**src/rtl/control_pipe_pkg.sv**
```systemverilog
// Shared constants for the pipelined control decoder: widths, group codes, opcodes, mem/jump ops.
package control_pipe_pkg;

    localparam int unsigned OP_CODE_BITS_DEF = 6;
    localparam int unsigned ALU_OP_BITS_DEF  = 6;
    localparam int unsigned MEM_OP_BITS_DEF  = 2;
    localparam int unsigned JUMP_BITS_DEF    = 4;
    localparam int unsigned REG_BITS_DEF     = 5;
    localparam int unsigned GROUP_BITS       = 2;
    localparam int unsigned FIFO_DEPTH       = 2;

    // Opcode groups, taken from the two most significant opcode bits
    localparam logic [1:0] GRP_RTYPE = 2'b00;
    localparam logic [1:0] GRP_ITYPE = 2'b01;
    localparam logic [1:0] GRP_MEM   = 2'b10;
    localparam logic [1:0] GRP_JUMP  = 2'b11;

    localparam logic [1:0] MEM_OP_NOP   = 2'd0;
    localparam logic [1:0] MEM_OP_READ  = 2'd1;
    localparam logic [1:0] MEM_OP_WRITE = 2'd2;

    localparam logic [3:0] JMP_OP_NOP = 4'd0;

    localparam logic [5:0] OP_CODE_ADD  = 6'b000000;
    localparam logic [5:0] OP_CODE_ADDI = 6'b010000;
    localparam logic [5:0] OP_CODE_LW   = 6'b100000;
    localparam logic [5:0] OP_CODE_SW   = 6'b100001;
    localparam logic [5:0] OP_CODE_LA   = 6'b100010;
    localparam logic [5:0] OP_CODE_SA   = 6'b100011;

endpackage

```
**src/rtl/control_pipe_decode.sv**
```systemverilog
// Pure combinational opcode -> datapath control bundle decoder.
module control_decode
    import control_pipe_pkg::*;
#(
    parameter int unsigned OP_CODE_BITS = OP_CODE_BITS_DEF,
    parameter int unsigned ALU_OP_BITS  = ALU_OP_BITS_DEF,
    parameter int unsigned MEM_OP_BITS  = MEM_OP_BITS_DEF,
    parameter int unsigned JUMP_BITS    = JUMP_BITS_DEF,
    parameter int unsigned REG_BITS     = REG_BITS_DEF
) (
    input  logic [OP_CODE_BITS-1:0] i_opcode,
    input  logic [REG_BITS-1:0]     i_rt,
    input  logic [REG_BITS-1:0]     i_rd,
    output logic                    o_reg_dst,
    output logic                    o_alu_src,
    output logic                    o_mem_to_reg,
    output logic                    o_reg_write,
    output logic                    o_address_src,
    output logic [ALU_OP_BITS-1:0]  o_alu_op,
    output logic [MEM_OP_BITS-1:0]  o_mem_op,
    output logic [JUMP_BITS-1:0]    o_jop,
    output logic [REG_BITS-1:0]     o_wreg,
    output logic                    o_illegal
);

    logic [GROUP_BITS-1:0] w_group;

    assign w_group = i_opcode[OP_CODE_BITS-1 -: GROUP_BITS];

    // Group-based decode; anything not explicitly set stays 0 / NOP
    always_comb begin
        o_reg_dst     = 1'b0;
        o_alu_src     = 1'b0;
        o_mem_to_reg  = 1'b0;
        o_reg_write   = 1'b0;
        o_address_src = 1'b0;
        o_alu_op      = '0;
        o_mem_op      = MEM_OP_BITS'(MEM_OP_NOP);
        o_jop         = JUMP_BITS'(JMP_OP_NOP);
        o_illegal     = 1'b0;
        case (w_group)
            GRP_RTYPE: begin
                o_reg_dst   = 1'b1;
                o_reg_write = 1'b1;
                o_alu_op    = ALU_OP_BITS'(i_opcode);
            end
            GRP_ITYPE: begin
                o_alu_src   = 1'b1;
                o_reg_write = 1'b1;
                o_alu_op    = ALU_OP_BITS'(i_opcode[3:0]);
            end
            GRP_MEM: begin
                if (i_opcode[3:2] != 2'b00) begin
                    o_illegal = 1'b1;
                end else begin
                    o_address_src = i_opcode[1];
                    if (!i_opcode[0]) begin
                        o_mem_op     = MEM_OP_BITS'(MEM_OP_READ);
                        o_mem_to_reg = 1'b1;
                        o_reg_write  = 1'b1;
                    end else begin
                        o_mem_op = MEM_OP_BITS'(MEM_OP_WRITE);
                    end
                end
            end
            GRP_JUMP: begin
                o_jop = JUMP_BITS'(i_opcode[3:0]);
            end
        endcase
        o_wreg = o_reg_dst ? i_rd : i_rt;
    end

endmodule

```
**src/rtl/control_pipe.sv**
```systemverilog
// Pipelined control decoder: decode into a 2-entry FIFO with load-use bubble insertion and flush.
module control_pipe
    import control_pipe_pkg::*;
#(
    parameter int unsigned OP_CODE_BITS = OP_CODE_BITS_DEF,
    parameter int unsigned ALU_OP_BITS  = ALU_OP_BITS_DEF,
    parameter int unsigned MEM_OP_BITS  = MEM_OP_BITS_DEF,
    parameter int unsigned JUMP_BITS    = JUMP_BITS_DEF,
    parameter int unsigned REG_BITS     = REG_BITS_DEF,
    parameter bit          HAZARD_EN    = 1'b1
) (
    input  logic                    clk,
    input  logic                    reset,
    input  logic                    flush,
    input  logic                    in_valid,
    output logic                    in_ready,
    input  logic [OP_CODE_BITS-1:0] in_opcode,
    input  logic [REG_BITS-1:0]     in_rs,
    input  logic [REG_BITS-1:0]     in_rt,
    input  logic [REG_BITS-1:0]     in_rd,
    output logic                    out_valid,
    input  logic                    out_ready,
    output logic                    out_reg_dst,
    output logic                    out_alu_src,
    output logic                    out_mem_to_reg,
    output logic                    out_reg_write,
    output logic                    out_address_src,
    output logic [ALU_OP_BITS-1:0]  out_alu_op,
    output logic [MEM_OP_BITS-1:0]  out_mem_op,
    output logic [JUMP_BITS-1:0]    out_jop,
    output logic [REG_BITS-1:0]     out_wreg,
    output logic                    out_bubble,
    output logic                    out_illegal
);

    // Entry layout: {5 control bits, alu_op, mem_op, jop, wreg, bubble, illegal}
    localparam int unsigned ENTRY_W = 5 + ALU_OP_BITS + MEM_OP_BITS + JUMP_BITS + REG_BITS + 2;

    logic [ENTRY_W-1:0]     r_mem [FIFO_DEPTH];
    logic                   r_wptr;
    logic                   r_rptr;
    logic [1:0]             r_count;
    logic                   r_ld_valid;
    logic [REG_BITS-1:0]    r_ld_reg;

    logic                   w_dec_reg_dst;
    logic                   w_dec_alu_src;
    logic                   w_dec_mem_to_reg;
    logic                   w_dec_reg_write;
    logic                   w_dec_address_src;
    logic [ALU_OP_BITS-1:0] w_dec_alu_op;
    logic [MEM_OP_BITS-1:0] w_dec_mem_op;
    logic [JUMP_BITS-1:0]   w_dec_jop;
    logic [REG_BITS-1:0]    w_dec_wreg;
    logic                   w_dec_illegal;
    logic [ENTRY_W-1:0]     w_dec_entry;
    logic [ENTRY_W-1:0]     w_wr_entry;
    logic [ENTRY_W-1:0]     w_head;
    logic                   w_full;
    logic                   w_hazard;
    logic                   w_push_in;
    logic                   w_push_bub;
    logic                   w_push;
    logic                   w_pop;

    control_decode #(
        .OP_CODE_BITS (OP_CODE_BITS),
        .ALU_OP_BITS  (ALU_OP_BITS),
        .MEM_OP_BITS  (MEM_OP_BITS),
        .JUMP_BITS    (JUMP_BITS),
        .REG_BITS     (REG_BITS)
    ) u_decode (
        .i_opcode      (in_opcode),
        .i_rt          (in_rt),
        .i_rd          (in_rd),
        .o_reg_dst     (w_dec_reg_dst),
        .o_alu_src     (w_dec_alu_src),
        .o_mem_to_reg  (w_dec_mem_to_reg),
        .o_reg_write   (w_dec_reg_write),
        .o_address_src (w_dec_address_src),
        .o_alu_op      (w_dec_alu_op),
        .o_mem_op      (w_dec_mem_op),
        .o_jop         (w_dec_jop),
        .o_wreg        (w_dec_wreg),
        .o_illegal     (w_dec_illegal)
    );

    assign w_dec_entry = {w_dec_reg_dst, w_dec_alu_src, w_dec_mem_to_reg, w_dec_reg_write,
                          w_dec_address_src, w_dec_alu_op, w_dec_mem_op, w_dec_jop,
                          w_dec_wreg, 1'b0, w_dec_illegal};

    // Handshake and interlock: a hazard blocks the input and, if there is room, enqueues a bubble
    assign w_full     = (r_count == 2'd2);
    assign w_hazard   = HAZARD_EN && r_ld_valid && in_valid &&
                        ((in_rs == r_ld_reg) || (in_rt == r_ld_reg));
    assign in_ready   = !reset && !w_full && !w_hazard && !flush;
    assign w_push_in  = in_valid && in_ready;
    assign w_push_bub = w_hazard && !w_full && !flush && !reset;
    assign w_push     = w_push_in || w_push_bub;
    assign out_valid  = (r_count != 2'd0);
    assign w_pop      = out_valid && out_ready && !flush;
    assign w_wr_entry = w_push_bub ? ENTRY_W'(2) : w_dec_entry;

    // Head entry drives the outputs; an empty FIFO presents all zeros
    assign w_head = out_valid ? r_mem[r_rptr] : '0;
    assign {out_reg_dst, out_alu_src, out_mem_to_reg, out_reg_write, out_address_src,
            out_alu_op, out_mem_op, out_jop, out_wreg, out_bubble, out_illegal} = w_head;

    // FIFO storage, pointers, occupancy and load tracker; flush behaves like reset
    always_ff @(posedge clk) begin
        if (reset || flush) begin
            for (int i = 0; i < int'(FIFO_DEPTH); i++) begin
                r_mem[i] <= '0;
            end
            r_wptr     <= 1'b0;
            r_rptr     <= 1'b0;
            r_count    <= 2'd0;
            r_ld_valid <= 1'b0;
            r_ld_reg   <= '0;
        end else begin
            if (w_push) begin
                r_mem[r_wptr] <= w_wr_entry;
                r_wptr        <= ~r_wptr;
            end
            if (w_pop) begin
                r_rptr <= ~r_rptr;
            end
            case ({w_push, w_pop})
                2'b10:   r_count <= r_count + 2'd1;
                2'b01:   r_count <= r_count - 2'd1;
                default: r_count <= r_count;
            endcase
            if (w_push_in) begin
                r_ld_valid <= HAZARD_EN && (w_dec_mem_op == MEM_OP_BITS'(MEM_OP_READ));
                r_ld_reg   <= w_dec_wreg;
            end else if (w_push_bub) begin
                r_ld_valid <= 1'b0;
            end
        end
    end

endmodule

```
**config.mk**
```make
export PLATFORM = sky130hd
export DESIGN_NAME = control_pipe
export DESIGN_NICKNAME = d
export VERILOG_FILES = /design/src/rtl/control_pipe_pkg.sv /design/src/rtl/control_pipe_decode.sv /design/src/rtl/control_pipe.sv
export SDC_FILE = /design/constraint.sdc
export NUM_CORES = 1
export LEC_CHECK = 0
export CAP_MARGIN = 20
export CORE_MARGIN = 5
export CORE_UTILIZATION = 35
export CTS_CLUSTER_DIAMETER = 30
export DETAILED_ROUTE_END_ITERATION = 10
export GPL_ROUTABILITY_DRIVEN = 0
export HOLD_SLACK_MARGIN = 0.03
export PLACE_DENSITY = 0.69
export SLEW_MARGIN = 20
export SYNTH_ARGS = -nofsm -noshare
export SYNTH_HDL_FRONTEND = slang
export SYNTH_SLANG_ARGS = --single-unit
```
**constraint.sdc**
```tcl
create_clock -name clk -period 4.2 [get_ports clk]
set_input_delay 0.42 -clock clk [delete_from_list [all_inputs] [get_ports clk]]
set_output_delay 0.42 -clock clk [all_outputs]
set_load 0.02 [all_outputs]
```
==> metrics.md, run 1 <==
| Metric | Value |
|---|---|
| Layout Utilization | 46.22% |
| Seq cells post-synth | 57 |
| H-tree levels | 3 |
| Synth area leaders | edfxtp_1 (50%), mux2i_1 (10%), dfxtp_1 (8.0%) |
| Final ANT Viol Nets | 0 |
| Syn avg cell area | 11.54 µm² |
| Starting DRT DRC Count | 67 |
| Unrepaired setup endpoints after global routing | no |
| NetSw | 0.2847 mW |
| PD cells | 348.6 nW/µm² |
| Max-cap violations | 0 |
| Critical path endpoint category | primary output |
| Worst Skew | 4.889 ps |
| Final slew viol count | 0 |
| Placeable Area | 7687 µm² |
| Final nets | 321 |
| Crit path cell chain | clkdlybuf4s50_1 > xnor2_1 > nand4_2 > o22a_1 > nor2_1 > nor3_1 > clkdlybuf4s50_1 |
| Remaining DRCs | 0 |
| Primary FF master, synth | edfxtp_1 |
| EDFF count, synth | 46 |
| Crit path DAT | 2380 ps |
| Hold Crit Class | flip-flop to flip-flop |
| DIE AREA | 9758 µm² |
| GRT Overall Usage | 12.23% |
| Comb power frac | 8.5% |
| Clock buffer depth | 2 |
| Pint | 0.9540 mW |
| Status | finished clean |
| Fill count | 722 |
| Final worst path period share | 66.77% |
| Post-DP HPWL | 4012 µm |
| Initial antenna violation count | 0 |
| Synthesized instance count | 239 |
| Final setup viols | 0 |
| Cell mode on critical path | clkdlybuf4s50_1 |
| Largest net degree at the start of global routing | 24 |
| Num rows | 32 |
| Antenna diodes | 0 |
| Pwr Total | 1.239 mW |
| CTS Buf Count | 9 |
| Fin Setup TNS | 0 ps |
| Layout cells sized above 1 | 10.37% |
| Ys Warns | 0 |
| Clock power frac | 39.4% |
| # resized after CTS | 0 |
| Slowest-stage cell, CP | clkdlybuf4s50_1 |
| Peak supply drop | 0.2124 mV |
| WHS | 522.8 ps |
| Largest register FFs | 46 |
| Critical Path RT | 3780 ps |
| Final Hold Fails | 0 |
| Num Clock Sinks | 57 |
| Post-synthesis cell type count | 32 |
| Post-CTS setup buffer count | 0 |
| Synth-to-layout area growth | 28.80% |
| Fmax | 356.6 MHz |
| Yosys top cell area share | 50.07% |
| Starting Density | 35.89% |
| Slew margin rel. | 38.90% |
| Startpoint types | input pin |
| Die height | 98.79 µm |
| I/O Pins | 52 |
| Post-CTS Hold Buffers | 0 |
| CTS tree | built |
| First-pass GRT wire length | 9397 µm |
| Crit Path Category | input pin to primary output |
| Asr flop ratio synth | 0% |
| Port Buffers | 51 |
| Reg power frac | 52.1% |
| Number of global-route vias before repair | 1925 |
| Crit-path max FO | 10 |
| WL/cell | 14.21 µm |
| DRT Pass-1 Iters | 4 |
| Overflow after GRT | 0 |
| Total wire length | 5697 µm |
| Switch share | 22.98% |
| Sequential-to-total area share from yosys stat | 58.05% |
| Leak | 1.187 nW |
| Mapped cell area | 2759 µm² |
| Via Count | 1879 |
| Root buf cell | clkbuf_8 |
| Least-Margin Pin Slew | 914.4 ps |
| Worst-path clk slew | 60 ps |
| Commonest cells in the netlist | nor2_1 (57), edfxtp_1 (46), mux2i_1 (28), and2_1 (18), xnor2_1 (12) |
| Clk Latency, worst-skew pair | 330 ps |
| Die Span X | 98.79 µm |
| Slowest cell delay on critical path | 640 ps |
| Post-synth top area cell | edfxtp_1 |
| Count leader, synth | nor2_1 |
| Final period demand of the worst path | 2804 ps |
| Final Non-Filler Cells | 401 |
| Placed cells | 385 |
| Avg Vias per Cell | 4.686 |
stage by stage:
step,instance area [µm²],worst slack [ps]
4_1_cts,3553,1394
2_1_floorplan,2770,951.7
5_1_grt,3553,1295
3_5_place_dp,3367,1297
6_report,3553,1396
3_3_place_gp,3367,1357
per-layer routing:
metal,track usage [%],up-vias,routed length (µm)
li1,-,938,-
met1,14.92,893,2499
met2,20.66,39,2841
met3,3.609,9,276
met4,4.097,0,80
met5,0,-,0
worst paths after layout:
path | startpoint | endpoint | slack, ps | cells past startpoint
worst max register to register | r_count[0] | r_mem[1][13] | 2120 | 5
worst max-delay path | in_rt[3] | in_ready | 1400 | 7
worst min-delay path | r_rptr | r_rptr | 520 | 2
worst min register to register | r_rptr | r_rptr | 520 | 2
cells in the final DEF, fill, tap and decap left out:
cell | netlist | routed
clkinv_2 | 0 | 2
a211oi_2 | 5 | 5
nor4_2 | 2 | 2
xnor2_1 | 12 | 12
inv_1 | 4 | 4
o21ai_2 | 0 | 1
conb_1 | 1 | 4
a21oi_1 | 8 | 8
bufinv_16 | 0 | 1
or3_1 | 1 | 1
nand2_1 | 9 | 9
or2_1 | 1 | 1
clkinvlp_4 | 0 | 2
nor2b_1 | 2 | 2
nor3_1 | 4 | 4
xor2_1 | 2 | 2
clkbuf_8 | 0 | 9
o221ai_2 | 2 | 2
nand2b_1 | 2 | 2
and2_1 | 18 | 18
nand4_2 | 2 | 2
buf_4 | 1 | 3
mux2i_1 | 28 | 28
nor2_1 | 57 | 57
nor4b_1 | 1 | 1
nor2_2 | 1 | 1
clkdlybuf4s50_1 | 0 | 51
dfxtp_1 | 11 | 11
ha_1 | 1 | 1
edfxtp_1 | 46 | 46
a22oi_1 | 1 | 1
and2_4 | 1 | 1
clkinv_1 | 0 | 1
clkbuf_1 | 4 | 1
o21ai_0 | 3 | 2
o22a_1 | 1 | 1
worst max-delay path: cells and delay by family:
kind / cells / cell delay [ps]
AND/OR/NAND/NOR: 3 / 370
AO/OA/AOI/OAI: 1 / 360
buffers and inverters: 2 / 1090
XOR/XNOR: 1 / 150
layout make-up:
class / count / area (µm²) / share of cell area [%]
well taps: 102 / 127.6 / 3.592
clock buffers: 10 / 127.6 / 3.592
clock inverters: 6 / 58.81 / 1.655
flip-flops and latches: 57 / 1602 / 45.07
multi-input cells: 168 / 1090 / 30.67
repair buffers: 54 / 533.0 / 15.00
inverters: 4 / 15.01 / 0.4225
kinds of logic after synthesis:
family,Yosys count,share of synthesized area [%]
and+or+nand+nor,101,17.82
DFF,57,58.05
muxes,28,10.16
AOI/OAI and AO/OA,20,5.941
buffers and inverters,17,2.993
xor gates and xnor gates,14,4.445
adders and majority gates,1,0.4534
other,1,0.1359
power groups by stage:
| stage | Sequential (mW) | Combinational [mW] | Clock, mW |
|---|---|---|---|
| after floorplan | 0.655 | 0.0588 | 0 |
| after global placement | 0.657 | 0.105 | 0 |
| after detailed placement | 0.658 | 0.106 | 0 |
| after CTS | 0.646 | 0.106 | 0.496 |
| after global routing | 0.649 | 0.115 | 0.523 |
| final | 0.646 | 0.105 | 0.488 |
Note: power is estimated with default switching activity, not from simulation.
==> run 2: changes to the inputs <==
- PLACE_DENSITY: 0.69 -> 0.72
- clock period: 4.2 -> 2.4 ns (I/O delays scaled with it)
==> metrics.md, run 2 (same netlist as run 1, synthesis figures left out) <==
| Metric | Value |
|---|---|
| Fill count | 728 (was 722) |
| Max-cap violations | 0 (unchanged) |
| Critical Path RT | 2160 ps (was 3780 ps) |
| DIE AREA | 9758 µm² (unchanged) |
| H-tree levels | 3 (unchanged) |
| Largest register FFs | 46 (unchanged) |
| Total wire length | 5686 µm (was 5697 µm) |
| I/O Pins | 52 (unchanged) |
| First-pass GRT wire length | 9294 µm (was 9397 µm) |
| Post-CTS setup buffer count | 0 (unchanged) |
| Avg Vias per Cell | 4.616 (was 4.686) |
| Status | finished clean (unchanged) |
| Fmax | 468.2 MHz |
| Layout Utilization | 48.08% (was 46.22%) |
| Antenna diodes | 0 (unchanged) |
| Root buf cell | clkbuf_8 (unchanged) |
| GRT Overall Usage | 12.18% (was 12.23%) |
| PD cells | 629.5 nW/µm² (was 348.6 nW/µm²) |
| Final worst path period share | 88.99% |
| Startpoint types | flip-flop (was input pin) |
| Synth-to-layout area growth | 33.97% (was 28.80%) |
| CTS Buf Count | 9 (unchanged) |
| WL/cell | 13.90 µm (was 14.21 µm) |
| Crit path cell chain | nor2_1 > buf_4 > nor2_1 > clkdlybuf4s50_1 (was clkdlybuf4s50_1 > xnor2_1 > nand4_2 > o22a_1 > nor2_1 > nor3_1 > clkdlybuf4s50_1) |
| Unrepaired setup endpoints after global routing | no (unchanged) |
| Grt peak-use layer | met2 (unchanged) |
| Starting Density | 35.89% (unchanged) |
| Post-DP HPWL | 4094 µm (was 4012 µm) |
| Met2 usage | 21.64% (was 20.66%) |
| Grt met1 use | 13.79% (was 14.92%) |
| Fin Setup TNS | 0 ps (unchanged) |
| M3 GR Usage | 3.397% (was 3.609%) |
| Clk Latency, worst-skew pair | 330 ps (about the same) |
| Die height | 98.79 µm (unchanged) |
| Largest net degree at the start of global routing | 24 (unchanged) |
| Hold Crit Class | flip-flop to flip-flop (unchanged) |
| Commonest non-fill, non-tap cell in the layout | nor2_1 (unchanged) |
| Crit Path Category | flip-flop to primary output (was input pin to primary output) |
| Final Hold Fails | 0 (unchanged) |
| Peak supply drop | 0.2781 mV (was 0.2124 mV) |
| Post-CTS Hold Buffers | 0 (unchanged) |
| Overflow after GRT | 0 (unchanged) |
| Num rows | 32 (unchanged) |
| Cell mode on critical path | nor2_1 (was clkdlybuf4s50_1) |
| Final slew viol count | 0 (unchanged) |
| Remaining DRCs | 0 (unchanged) |
| Final period demand of the worst path | 2136 ps |
| Crit path DAT | 1900 ps (was 2380 ps) |
| Number of global-route vias before repair | 1968 (was 1925) |
| Placeable Area | 7687 µm² (unchanged) |
| Crit-path max FO | 23 (was 10) |
| Final setup viols | 0 (unchanged) |
| CTS tree | built (unchanged) |
| Slowest-stage cell, CP | clkdlybuf4s50_1 (unchanged) |
| Worst Skew | 5.416 ps (was 4.889 ps) |
| Starting DRT DRC Count | 91 (was 67) |
| Leak | 1.278 nW (was 1.187 nW) |
| Initial antenna violation count | 0 (unchanged) |
| Worst-path clk slew | 60 ps (about the same) |
| Slowest cell delay on critical path | 630 ps (was 640 ps) |
| Final ANT Viol Nets | 0 (unchanged) |
| Critical path endpoint category | primary output (unchanged) |
| Clock buffer depth | 2 (unchanged) |
| DRT Pass-1 Iters | 4 (unchanged) |
| Via Count | 1888 (was 1879) |
| Most frequent cells in the layout | nor2_1 (57), clkdlybuf4s50_1 (50), edfxtp_1 (46) (was nor2_1 (57), clkdlybuf4s50_1 (51), edfxtp_1 (46)) |
| Num Clock Sinks | 57 (unchanged) |
| Layout cells sized above 1 | 13.36% (was 10.37%) |
| Port Buffers | 51 (unchanged) |
| Die Span X | 98.79 µm (unchanged) |
| Final nets | 329 (was 321) |
run 2: cell count changes in the layout (fill, tap and decap cells not counted), sizes merged:
cell / change
dlymetal6s2s: +1
bufinv: +1
clkdlybuf4s50: -1
clkbuf: +1
clkinv: -1
clkinvlp: -1
buf: +8
run 2: final cells by class:
cell class,count,area (µm²),share of cell area [%]
multi-input combinational,168,1090,29.49
clock inverter,5,77.57,2.099
clock buffer,11,151.4,4.096
timing repair buffer,62,633.1,17.13
inverter,4,15.01,0.4062
tap,102,127.6,3.453
sequential,57,1602,43.33
run 2: worst paths after layout:
check	start	endpoint	slack [ps]	cells after the start
worst max-delay path	r_count[0]	out_bubble	260	4
worst max register to register	r_count[0]	r_count[1]	610	7
worst min register to register	r_rptr	flip-flop	510	2
worst min-delay path	r_rptr	flip-flop	510	2
run 2: layer usage:
layer | vias to the layer above | part of all wire (%)
met1 | 888 | 43
met3 | 6 | 4.2
li1 | 955 | -
met4 | 0 | 0.93
met5 | - | 0
met2 | 39 | 52
run 2: per-stage QoR:
step	power, mW	hold slack [ps]	setup slack, ps	instance area (µm²)	instances
6_report	2.327	508.8	264.2	3696	409
5_1_grt	2.417	544.2	189.1	3696	409
4_1_cts	2.354	515.3	113.1	3694	409
3_5_place_dp	1.348	501.6	147.0	3465	393
3_3_place_gp	1.343	487.6	157.2	3465	393
2_1_floorplan	1.249	438.2	387.5	2774	242
run 2: report_power, final:
group	switching, mW	internal, mW
clock network	0.367	0.637
registers	0.0149	1.11
logic	0.101	0.0950
total	0.482	1.84
run 2: timing repair:
item / CTS / global route
setup endpoints to repair: 0 / 1
resized for setup: 0 / 1
hold endpoints to repair: 0 / 0
run 2: critical path, delay by kind of cell, from the launching register on:
family / cells / cell delay, ps
simple gates: 2 / 290
flops: 1 / 420
buf+inv: 2 / 860
==> run 3: changes to the inputs <==
- PLACE_DENSITY: 0.72 -> 0.69
- clock period: 2.4 -> 2.5 ns (I/O delays scaled with it)
==> metrics.md, run 3 (same netlist as run 1, synthesis figures left out) <==
| Metric | Value |
|---|---|
| Status | finished clean (unchanged) |
| Slowest cell delay on critical path | 550 ps (was 630 ps) |
| CTS Buf Count | 9 (unchanged) |
| Num rows | 32 (unchanged) |
| DRT Pass-1 Iters | 4 (unchanged) |
| PnR worst setup slack | 201.6 ps (was 264.2 ps) |
| Final nets | 330 (was 329) |
| Unrepaired setup endpoints after global routing | no (unchanged) |
| Post-CTS setup buffer count | 0 (unchanged) |
| Commonest non-fill, non-tap cell in the layout | nor2_1 (unchanged) |
| Largest register FFs | 46 (unchanged) |
| Root buf cell | clkbuf_8 (unchanged) |
| Post-DP HPWL | 4081 µm (was 4094 µm) |
| Port Buffers | 51 (unchanged) |
| # resized after CTS | 0 (unchanged) |
| Final Non-Filler Cells | 410 (was 409) |
| Fmax | 435.1 MHz |
| Avg Vias per Cell | 4.649 (was 4.616) |
| Critical path endpoint category | primary output (unchanged) |
| Fill count | 708 (was 728) |
| Worst-path clk slew | 70 ps (was 60 ps) |
| Crit path DAT | 2050 ps (was 1900 ps) |
| Worst Skew | 8.782 ps (was 5.416 ps) |
| Multi-input gate area | 1090 µm² (unchanged) |
| Slowest-stage cell, CP | clkdlybuf4s50_1 (unchanged) |
| Fin Setup TNS | 0 ps (unchanged) |
| Clk Latency, worst-skew pair | 340 ps (was 330 ps) |
| Least-Margin Pin Slew | 539.5 ps |
| Crit-path max FO | 3 (was 23) |
| Final setup viols | 0 (unchanged) |
| WL/cell | 13.91 µm (was 13.90 µm) |
| Largest net degree at the start of global routing | 25 (was 24) |
| Hold Crit Class | flip-flop to flip-flop (unchanged) |
| Final Hold Fails | 0 (unchanged) |
| DIE AREA | 9758 µm² (unchanged) |
| WHS | 519.0 ps (was 508.8 ps) |
| GRT Overall Usage | 12.48% (was 12.18%) |
| Placed cells | 394 (was 393) |
| Number of global-route vias before repair | 1988 (was 1968) |
| PD cells | 607.8 nW/µm² (was 629.5 nW/µm²) |
| Crit Path Category | flip-flop to primary output (unchanged) |
| Clock buffer depth | 2 (unchanged) |
| Final period demand of the worst path | 2298 ps |
| Leak | 1.260 nW (was 1.278 nW) |
| H-tree levels | 3 (unchanged) |
| Antenna diodes | 0 (unchanged) |
| Die Span X | 98.79 µm (unchanged) |
| Post-place setup slack | 221.5 ps (was 147.0 ps) |
| Starting Density | 35.89% (unchanged) |
| Final ANT Viol Nets | 0 (unchanged) |
| Peak supply drop | 0.2990 mV (was 0.2781 mV) |
| Most frequent cells in the layout | nor2_1 (57), clkdlybuf4s50_1 (51), edfxtp_1 (46) (was nor2_1 (57), clkdlybuf4s50_1 (50), edfxtp_1 (46)) |
| Total wire length | 5703 µm (was 5686 µm) |
| Register-to-register setup slack | 550 ps (was 610 ps) |
| First-pass GRT wire length | 9535 µm (was 9294 µm) |
| Final worst path period share | 91.94% |
| Via Count | 1906 (was 1888) |
| Post-CTS Hold Buffers | 0 (unchanged) |
| Starting DRT DRC Count | 56 (was 91) |
| Reg area | 1602 µm² (unchanged) |
| Placeable Area | 7687 µm² (unchanged) |
| Critical Path RT | 2250 ps (was 2160 ps) |
| Overflow after GRT | 0 (unchanged) |
| Die height | 98.79 µm (unchanged) |
| Num Clock Sinks | 57 (unchanged) |
| Final slew viol count | 0 (unchanged) |
| Synth-to-layout area growth | 33.61% (was 33.97%) |
| Layout cells sized above 1 | 13.64% (was 13.36%) |
| Max-cap violations | 0 (unchanged) |
| Slew margin rel. | 64.03% |
| Remaining DRCs | 0 (unchanged) |
| Crit path cell chain | xnor2_1 > nand4_2 > o22a_1 > nor2_1 > nor3_1 > clkdlybuf4s50_1 (was nor2_1 > buf_4 > nor2_1 > clkdlybuf4s50_1) |
| Startpoint types | flip-flop (unchanged) |
| I/O Pins | 52 (unchanged) |
| CTS tree | built (unchanged) |
| Initial antenna violation count | 0 (unchanged) |
[run 3: cell types whose count changed in the layout (fill, tap and decap cells not counted), sizes merged]
cell           before  now
clkbuf             11    9
inv                 4    6
buf                11   12
clkdlybuf4s50      50   51
dlymetal6s2s        1    0
[run 3: layout make-up]
class                      instances  area share (%)
inverter                           4          0.4073
sequential                        57           43.45
clock buffer                       9           3.360
timing repair buffer              63           16.97
clock inverter                     7           2.783
multi-input combinational        168           29.57
tap                              102           3.462
[run 3: critical path, delay by kind of cell, from the launching register on]
kind / cells / cell delay, ps
AOI/OAI and AO/OA: 1 / 260
and+or+nand+nor: 3 / 320
DFF: 1 / 340
buffers and inverters: 1 / 550
xor gates and xnor gates: 1 / 240
[run 3: metrics by stage]
| stage | util [%] | total power, mW | area (µm²) |
|---|---|---|---|
| 2_1_floorplan | - | 1.198 | 2770 |
| 3_3_place_gp | 45.00 | 1.291 | 3460 |
| 3_5_place_dp | 45.00 | 1.296 | 3460 |
| 6_report | 47.95 | 2.240 | 3686 |
| 5_1_grt | 47.95 | 2.329 | 3686 |
| 4_1_cts | 47.95 | 2.265 | 3686 |
[run 3: path summary, 6_finish.rpt]
path / startpoint / end / depth (start not counted)
max reg2reg: r_count[0] / r_count[1] / 8
min: r_rptr / r_rptr / 2
max: r_ld_reg[0] / in_ready / 6
min reg2reg: r_rptr / r_rptr / 2
[run 3: report_power, final]
group | internal (mW) | switching, mW
sequential | 1.07 | 0.0146
combinational | 0.0918 | 0.0975
clock | 0.571 | 0.399
[run 3: metal layers]
layer | wire length [µm] | vias up | part of all wire [%] | global-route usage (%)
met5 | 0 | - | 0 | 0
met4 | 92 | 0 | 1.6 | 5.357
met3 | 273 | 9 | 4.8 | 3.397
met2 | 2924 | 36 | 51 | 21.23
met1 | 2413 | 907 | 42 | 14.77
li1 | - | 954 | - | -
